[src/rtl/seq_mag_comparator.sv]
// seq_mag_comparator: digit-serial magnitude comparator.
// Compares two WIDTH-bit operands MSB-first, DIGIT bits per clock, over
// N = WIDTH/DIGIT cycles. Supports unsigned and two's-complement order and
// an output enable on the result flags.
// Optional feature: define SEQ_CMP_MINMAX_EN to add registered max_out/min_out.
//
// Handshake: ready is high in IDLE and DONE. A request is accepted on any
// rising edge where ready && start; a, b and signed_mode are captured on that
// same edge. busy is high while digits are being compared. done pulses for
// exactly one cycle, and the result flags change only on the edge that raises
// done. start while busy is ignored.
module seq_mag_comparator #(
    parameter int WIDTH = 16,
    parameter int DIGIT = 4
) (
    input  logic             clk,
    input  logic             rst_n,
    input  logic             start,
    input  logic [WIDTH-1:0] a,
    input  logic [WIDTH-1:0] b,
    input  logic             signed_mode,
    input  logic             en,
    output logic             ready,
    output logic             busy,
    output logic             done,
    output logic             equal,
    output logic             lesser,
    output logic             greater,
`ifdef SEQ_CMP_MINMAX_EN
    output logic [WIDTH-1:0] max_out,
    output logic [WIDTH-1:0] min_out,
`endif
    output logic [1:0]       dbg_state
);

    localparam int N  = WIDTH / DIGIT;
    localparam int CW = (N > 1) ? $clog2(N) : 1;

    typedef enum logic [1:0] {
        S_IDLE = 2'd0,
        S_RUN  = 2'd1,
        S_DONE = 2'd2
    } state_t;

    state_t           r_state;
    state_t           w_state_nxt;
    logic [WIDTH-1:0] r_a_sh;
    logic [WIDTH-1:0] r_b_sh;
    logic [CW-1:0]    r_count;
    logic             r_gt;
    logic             r_lt;
    logic             r_eq_res;
    logic             r_lt_res;
    logic             r_gt_res;

    logic             w_accept;
    logic             w_last;
    logic [DIGIT-1:0] w_dig_a;
    logic [DIGIT-1:0] w_dig_b;
    logic             w_gt_nxt;
    logic             w_lt_nxt;
    logic [WIDTH-1:0] w_a_xf;
    logic [WIDTH-1:0] w_b_xf;

`ifdef SEQ_CMP_MINMAX_EN
    logic [WIDTH-1:0] r_a_orig;
    logic [WIDTH-1:0] r_b_orig;
    logic [WIDTH-1:0] r_max;
    logic [WIDTH-1:0] r_min;
`endif

    // Handshake decode and digit-compare datapath
    always_comb begin
        ready     = (r_state == S_IDLE) || (r_state == S_DONE);
        busy      = (r_state == S_RUN);
        done      = (r_state == S_DONE);
        dbg_state = r_state;
        w_accept  = ready && start;
        w_last    = (r_state == S_RUN) && (r_count == '0);
        w_dig_a   = r_a_sh[WIDTH-1 -: DIGIT];
        w_dig_b   = r_b_sh[WIDTH-1 -: DIGIT];
        // Once a digit has differed the decision is frozen.
        w_gt_nxt  = r_gt | (~r_gt & ~r_lt & (w_dig_a > w_dig_b));
        w_lt_nxt  = r_lt | (~r_gt & ~r_lt & (w_dig_a < w_dig_b));
        // Offset-binary: flipping the sign bit maps signed order onto unsigned order.
        w_a_xf    = {a[WIDTH-1] ^ signed_mode, a[WIDTH-2:0]};
        w_b_xf    = {b[WIDTH-1] ^ signed_mode, b[WIDTH-2:0]};
        equal     = r_eq_res & en;
        lesser    = r_lt_res & en;
        greater   = r_gt_res & en;
    end

    // Next-state logic for IDLE -> RUN -> DONE
    always_comb begin
        w_state_nxt = r_state;
        case (r_state)
            S_IDLE:  if (start) w_state_nxt = S_RUN;
            S_RUN:   if (r_count == '0) w_state_nxt = S_DONE;
            S_DONE:  w_state_nxt = start ? S_RUN : S_IDLE;
            default: w_state_nxt = S_IDLE;
        endcase
    end

    // State register
    always_ff @(posedge clk or negedge rst_n) begin
        if (!rst_n) r_state <= S_IDLE;
        else        r_state <= w_state_nxt;
    end

    // Operand shift registers, decision flags and cycle counter
    always_ff @(posedge clk or negedge rst_n) begin
        if (!rst_n) begin
            r_a_sh  <= '0;
            r_b_sh  <= '0;
            r_count <= '0;
            r_gt    <= 1'b0;
            r_lt    <= 1'b0;
        end else if (w_accept) begin
            r_a_sh  <= w_a_xf;
            r_b_sh  <= w_b_xf;
            r_count <= CW'(N - 1);
            r_gt    <= 1'b0;
            r_lt    <= 1'b0;
        end else if (r_state == S_RUN) begin
            r_a_sh  <= r_a_sh << DIGIT;
            r_b_sh  <= r_b_sh << DIGIT;
            r_gt    <= w_gt_nxt;
            r_lt    <= w_lt_nxt;
            if (r_count != '0) r_count <= r_count - 1'b1;
        end
    end

    // Result flags: loaded on the RUN->DONE edge, held otherwise
    always_ff @(posedge clk or negedge rst_n) begin
        if (!rst_n) begin
            r_eq_res <= 1'b0;
            r_lt_res <= 1'b0;
            r_gt_res <= 1'b0;
        end else if (w_last) begin
            r_eq_res <= ~w_gt_nxt & ~w_lt_nxt;
            r_lt_res <= w_lt_nxt;
            r_gt_res <= w_gt_nxt;
        end
    end

`ifdef SEQ_CMP_MINMAX_EN
    // Untransformed operand copies and max/min results
    always_ff @(posedge clk or negedge rst_n) begin
        if (!rst_n) begin
            r_a_orig <= '0;
            r_b_orig <= '0;
            r_max    <= '0;
            r_min    <= '0;
        end else begin
            if (w_accept) begin
                r_a_orig <= a;
                r_b_orig <= b;
            end
            if (w_last) begin
                r_max <= w_gt_nxt ? r_a_orig : r_b_orig;
                r_min <= w_gt_nxt ? r_b_orig : r_a_orig;
            end
        end
    end

    assign max_out = r_max;
    assign min_out = r_min;
`endif

endmodule
[config.mk]
export PLATFORM = sky130hd
export DESIGN_NAME = seq_mag_comparator
export DESIGN_NICKNAME = d
export VERILOG_FILES = /design/src/rtl/seq_mag_comparator.sv
export SDC_FILE = /design/constraint.sdc
export NUM_CORES = 1
export LEC_CHECK = 0
export CORE_ASPECT_RATIO = 1.2
export CORE_MARGIN = 3
export CORE_UTILIZATION = 45
export CTS_CLUSTER_DIAMETER = 60
export DETAILED_ROUTE_END_ITERATION = 7
export PLACE_DENSITY = 0.83
export SYNTH_ARGS = -nofsm -noshare
export SYNTH_HDL_FRONTEND = slang
export SYNTH_SLANG_ARGS = --single-unit
[constraint.sdc]
create_clock -name clk -period 2.8 [get_ports clk]
set_clock_uncertainty 0.1 [all_clocks]
set_input_delay 0.56 -clock clk [delete_from_list [all_inputs] [get_ports clk]]
set_output_delay 0.56 -clock clk [all_outputs]
set_load 0.05 [all_outputs]
# Word-level counts from Yosys, hierarchy flattened
# Index checks and enable logic that the tools add are counted.
[classes]
mux = 15
n_div = 0
n_shift = 0
multipliers = 0
reduce_logical = 10
bitwise_logic = 15
magnitude_cmp = 2
n_eq_ne = 4
n_addsub = 1
[op_table]
columns = ["op", "count"]
rows = [
  ["two-way mux 16 bit", 4],
  ["two-way mux 2 bit", 5],
  ["AND 1 bit", 7],
  ["case mux 2 bit (3 select lines)", 1],
  ["nonzero test 2 bit", 3],
  ["two-way mux 1 bit", 5],
  ["greater-than comparator 4 bit", 1],
  ["zero test 2 bit", 2],
  ["< comparator 4 bit", 1],
  ["NOT 1 bit", 4],
  ["AND reduction 2 bit", 2],
  ["== test 2 x 1 -> 1 bit (second input constant)", 1],
  ["== test 2 bit (second input constant)", 1],
  ["logical AND 1 bit", 2],
  ["inequality test 2 x 1 -> 1 bit (second input constant)", 1],
  ["inequality test 2 bit (second input constant)", 1],
  ["bitwise OR 1 bit", 2],
  ["subtractor 2 x 1 -> 2 bit (second input constant)", 1],
  ["bitwise XOR 1 bit", 2],
  ["logical OR 1 bit", 1],
]
[totals]
output_inout_bits = 8
reg_bits = 41
inputBits = 37
mem_bits_ro = 0
latch_bits = 0
mem_bits_rw = 0
mem_count = 0

# Longest topological paths before layout
[depth]
word_depth = 6
depth_mapped = 6
depth_no_buf = 6

# Worst setup path after synthesis
# No wires, ideal clock.
[synth_path]
path_kind = "register -> output"
startpoint = "register r_state[1], in the netlist dbg_state[1]"
endpoint = "output done"
path_buffers = 0
t_arrival_ns = 1.404
stages_incl_launch_ff = 2
setup_slack_ns = 0.736
cell_sequence = "dfrtp_1 -> nor2b_1"
[synth_between]
elab_chain_cells = 1
[synth_lines]
columns = ["item", "line", "text"]
rows = [
  ["start, declared", "45", "state_t r_state;"],
  ["start signal, assigned", "107", "else r_state <= w_state_nxt;"],
  ["== test 2 bit", "76", "done = (r_state == S_DONE);"],
  ["end, declared", "25", "output logic done,"],
]
# No other way between the ends.

# Worst setup path in the final report
[layout_path]
startpoint = "register r_state[0], in the netlist dbg_state[0]"
endpoint = "output busy"
[layout_between]
elab_chain_cells = 1
[layout_lines]
columns = ["item", "line", "text"]
rows = [
  ["== test 2 x 1 -> 1 bit", "75", "busy = (r_state == S_RUN);"],
  ["end, declared", "24", "output logic busy,"],
]
# No other way between the ends.

==> impl_metrics.yaml <==
clock_tree:
  post_cts_buffers: 0
  ctsResizeCount: 0
  clockBufferDepth: 2
  clock_latency_ns: 0.29
  cts-root-buf: "clkbuf_8"
  clkTransAtPathRegs_ns: 0.08
  hold_buffers: 0
  clkSinkCount: 41
  cts_htree_levels: 2
  cts_tree: "built"
  numCtsBuffers: 5
global_route:
  grt_antenna_before_repair: 0
  grt_pass1_wl_um: 6680
  first_global_vias: 1509
  grt_max_degree: 42
  grtUsageTotal_pct: 17.0
  overflow: 0
placed_design:
  port-buffer-count: 44
  dp_cells: 269
  dp_hpwl_um: 2670
  routabilityCongestion: 0.840
  place_ws_ns: 0.455
power:
  combinationalPowerShare_pct: 45.5
  power_leakage_nw: 1.15
  p_int_w: 0.00165
  power.switching_w: 0.00110
  swShare_pct: 39.9
  power.density_nw_per_um2: 1120
  ir_drop_uv: 565
  seqPwrFrac_pct: 36.8
  clockPowerShare_pct: 17.7
critical_path:
  cpPeakStageDelay_ns: 0.87
  critPathLaunchType: "flip-flop"
  crit_path_cell_trace: "nand2b_4 -> inv_6 -> clkdlybuf4s50_1"
  critical-path-top-delay-family: "buffers and inverters"
  cp_slowest_cell: "clkdlybuf4s50_1"
  required_ns: 2.14
  arrival_ns: 2.00
  worstPathMaxFanout: 34
  crit_buf_inv: 2
  worst-setup-path-type: "flip-flop to primary output"
  endpoint_kind: "primary output"
timing:
  fin_ws_ns: 0.142
  slew_headroom_pct: 41.2
  hold_slack_ns: 0.284
  fin_tns_setup_ns: 0
  fin_crit_ns: 2.66
  finalHoldViolCount: 0
  period_share_pct: 94.9
  setup_viol: 0
  rsz0062_at_grt: "false"
  max_freq_ghz: 0.376
  worst_pin_slew_ns: 0.882
  drv_slew: 0
finish:
  diodes: 0
  syn2layout_area_growth_pct: 29.7
  final_cell_mix: "nand2_1, dfrtp_1, clkdlybuf4s50_1, a22oi_1, inv_1"
  nNetsFinal: 264
  drive_above_1_share_pct: 9.42
  final_common_cell: "nand2_1"
  fin_cells: 277
run_status:
  outcome: "finished, final reports clean"
route:
  routedWlPerCell_um: 13.6
  vias: 1447
  dr.pass1.iters: 4
  final_antenna_net_count: 0
  drt-total-wl_um: 3770
  via_per_inst: 5.22
  drt_iter0_markers: 80
  drc: 0
synthesis:
  synth_compound_area_share_pct: 18.7
  syn_area_um2: 1890
  ys_seq_area_share_pct: 54.3
  synth_warnings: 0
  yosysUniqueCellTypes: 34
  muxShareOfSynthArea_pct: 0.530
  netlist_instances: 177
  yosysTopAreaCell: "dfrtp_1"
  synthTopCellsByArea: "dfrtp_1, nand2_1, a22oi_1, a22o_1, ha_1"
  synth_top_area_share_pct: 54.3
  synth-simple-area-share_pct: 15.9
  synth_area_per_cell_um2: 10.7
  synth_nets: 219
  synth_top_family_by_area: "compound AO/OA/AOI/OAI gates"
  synth_fa_ha_area_share_pct: 3.31
  synthXorXnorAreaFrac_pct: 0.927
  synth-seq-cells: 41
floorplan:
  core_um2: 4000
  start_util_pct: 47.2
  die_x_um: 65.2
  die_area_um2: 5020
  row_count: 25
  fp.dieH_um: 77.0
  io_pins: 45
min_path:
  hold_class: "input port to async pin"
job:
  max_cap_viol_count: 0
-- through the flow --
stage / total power, W / cell area (um2) / util (%)
floorplan: 0.00200 / 1890 / -
global placement: 0.00222 / 2330 / 58.3
detailed placement: 0.00228 / 2330 / 58.3
CTS: 0.00277 / 2450 / 61.2
global route: 0.00298 / 2450 / 61.2
finish: 0.00275 / 2450 / 61.2
-- registers in the layout, summed over array words and instances, names as in the netlist --
register	count
r_gt	1
r_eq_res	1
r_gt_res	1
r_lt	1
r_b_sh	16
dbg_state	2
r_count	2
r_a_sh	16
r_lt_res	1
-- worst reg2reg max path: cells and delay by family, from the launching register on --
family	cells	cell delay, ns
DFF	1	0.39
AOI/OAI and AO/OA	2	0.39
and+or+nand+nor	2	0.30
adders and majority gates	1	0.29
-- logic make-up (layout without fill, tap and decap cells) --
family | count (synthesis) | count (layout)
AOI/OAI and AO/OA | 46 | 46
xor gates and xnor gates | 2 | 2
adders and majority gates | 5 | 5
buffers and inverters | 19 | 65
DFF | 41 | 41
muxes | 1 | 1
and+or+nand+nor | 63 | 63
-- power by group through the flow --
stage	Clock [W]	Combinational, W	Sequential, W
CTS	0.000494	0.00127	0.00101
detailed placement	0	0.00125	0.00102
global route	0.000522	0.00140	0.00105
global placement	0	0.00121	0.00101
floorplan	0	0.000975	0.00102
finish	0.000486	0.00125	0.00101
-- final timing paths --
kind / cells after the start / slack (ns) / end / from
worst max-delay path: 3 / 0.14 / busy / dbg_state[0]
worst min-delay path: 1 / 0.28 / r_count[1] / rst_n
worst max register to register: 5 / 1.22 / r_gt / r_a_sh[13]
worst min register to register: 2 / 0.38 / r_b_sh[11] / r_b_sh[11]
max in group asynchronous: 1 / 1.76 / r_a_sh[12] / rst_n
min in group clk: 2 / 0.38 / r_b_sh[11] / r_b_sh[11]
-- final cells by class --
class	instances	area [um2]
Fill cell	344	1550
Tap cell	54	67.6
Sequential cell	41	1030
Clock buffer	7	86.3
Timing Repair Buffer	47	450
Inverter	10	42.5
Multi-Input combinational cell	117	747
Clock inverter	1	30.0
-- per-layer routing --
layer,share of wire (%),vias up,track usage (%)
met5,0,-,0
met4,1.3,0,5.81
met3,6.1,7,4.69
met2,50,49,28.6
met1,43,677,21.0
li1,-,714,-
-- cells in the mapped netlist --
library cell and number:
a211oi_1 1, a21oi_1 4, a221o_1 3, a22o_1 8, a22oi_1 19, a31oi_1 2
a32o_1 1, and2_1 3, and2_4 1, and4_1 1, buf_2 4, buf_6 5
dfrtp_1 41, ha_1 5, inv_1 9, inv_6 1, mux2i_1 1, nand2_1 43
nand2_2 1, nand2b_4 1, nand3_1 1, nand4_1 1, nor2_1 3, nor2_8 1
nor2b_1 3, nor3_1 3, o211ai_1 1, o21ai_0 4, o311ai_0 1, o41ai_1 1
o41ai_2 1, or3_1 1, xnor2_1 1, xor2_1 1
Power figures use the tool's default switching activity.
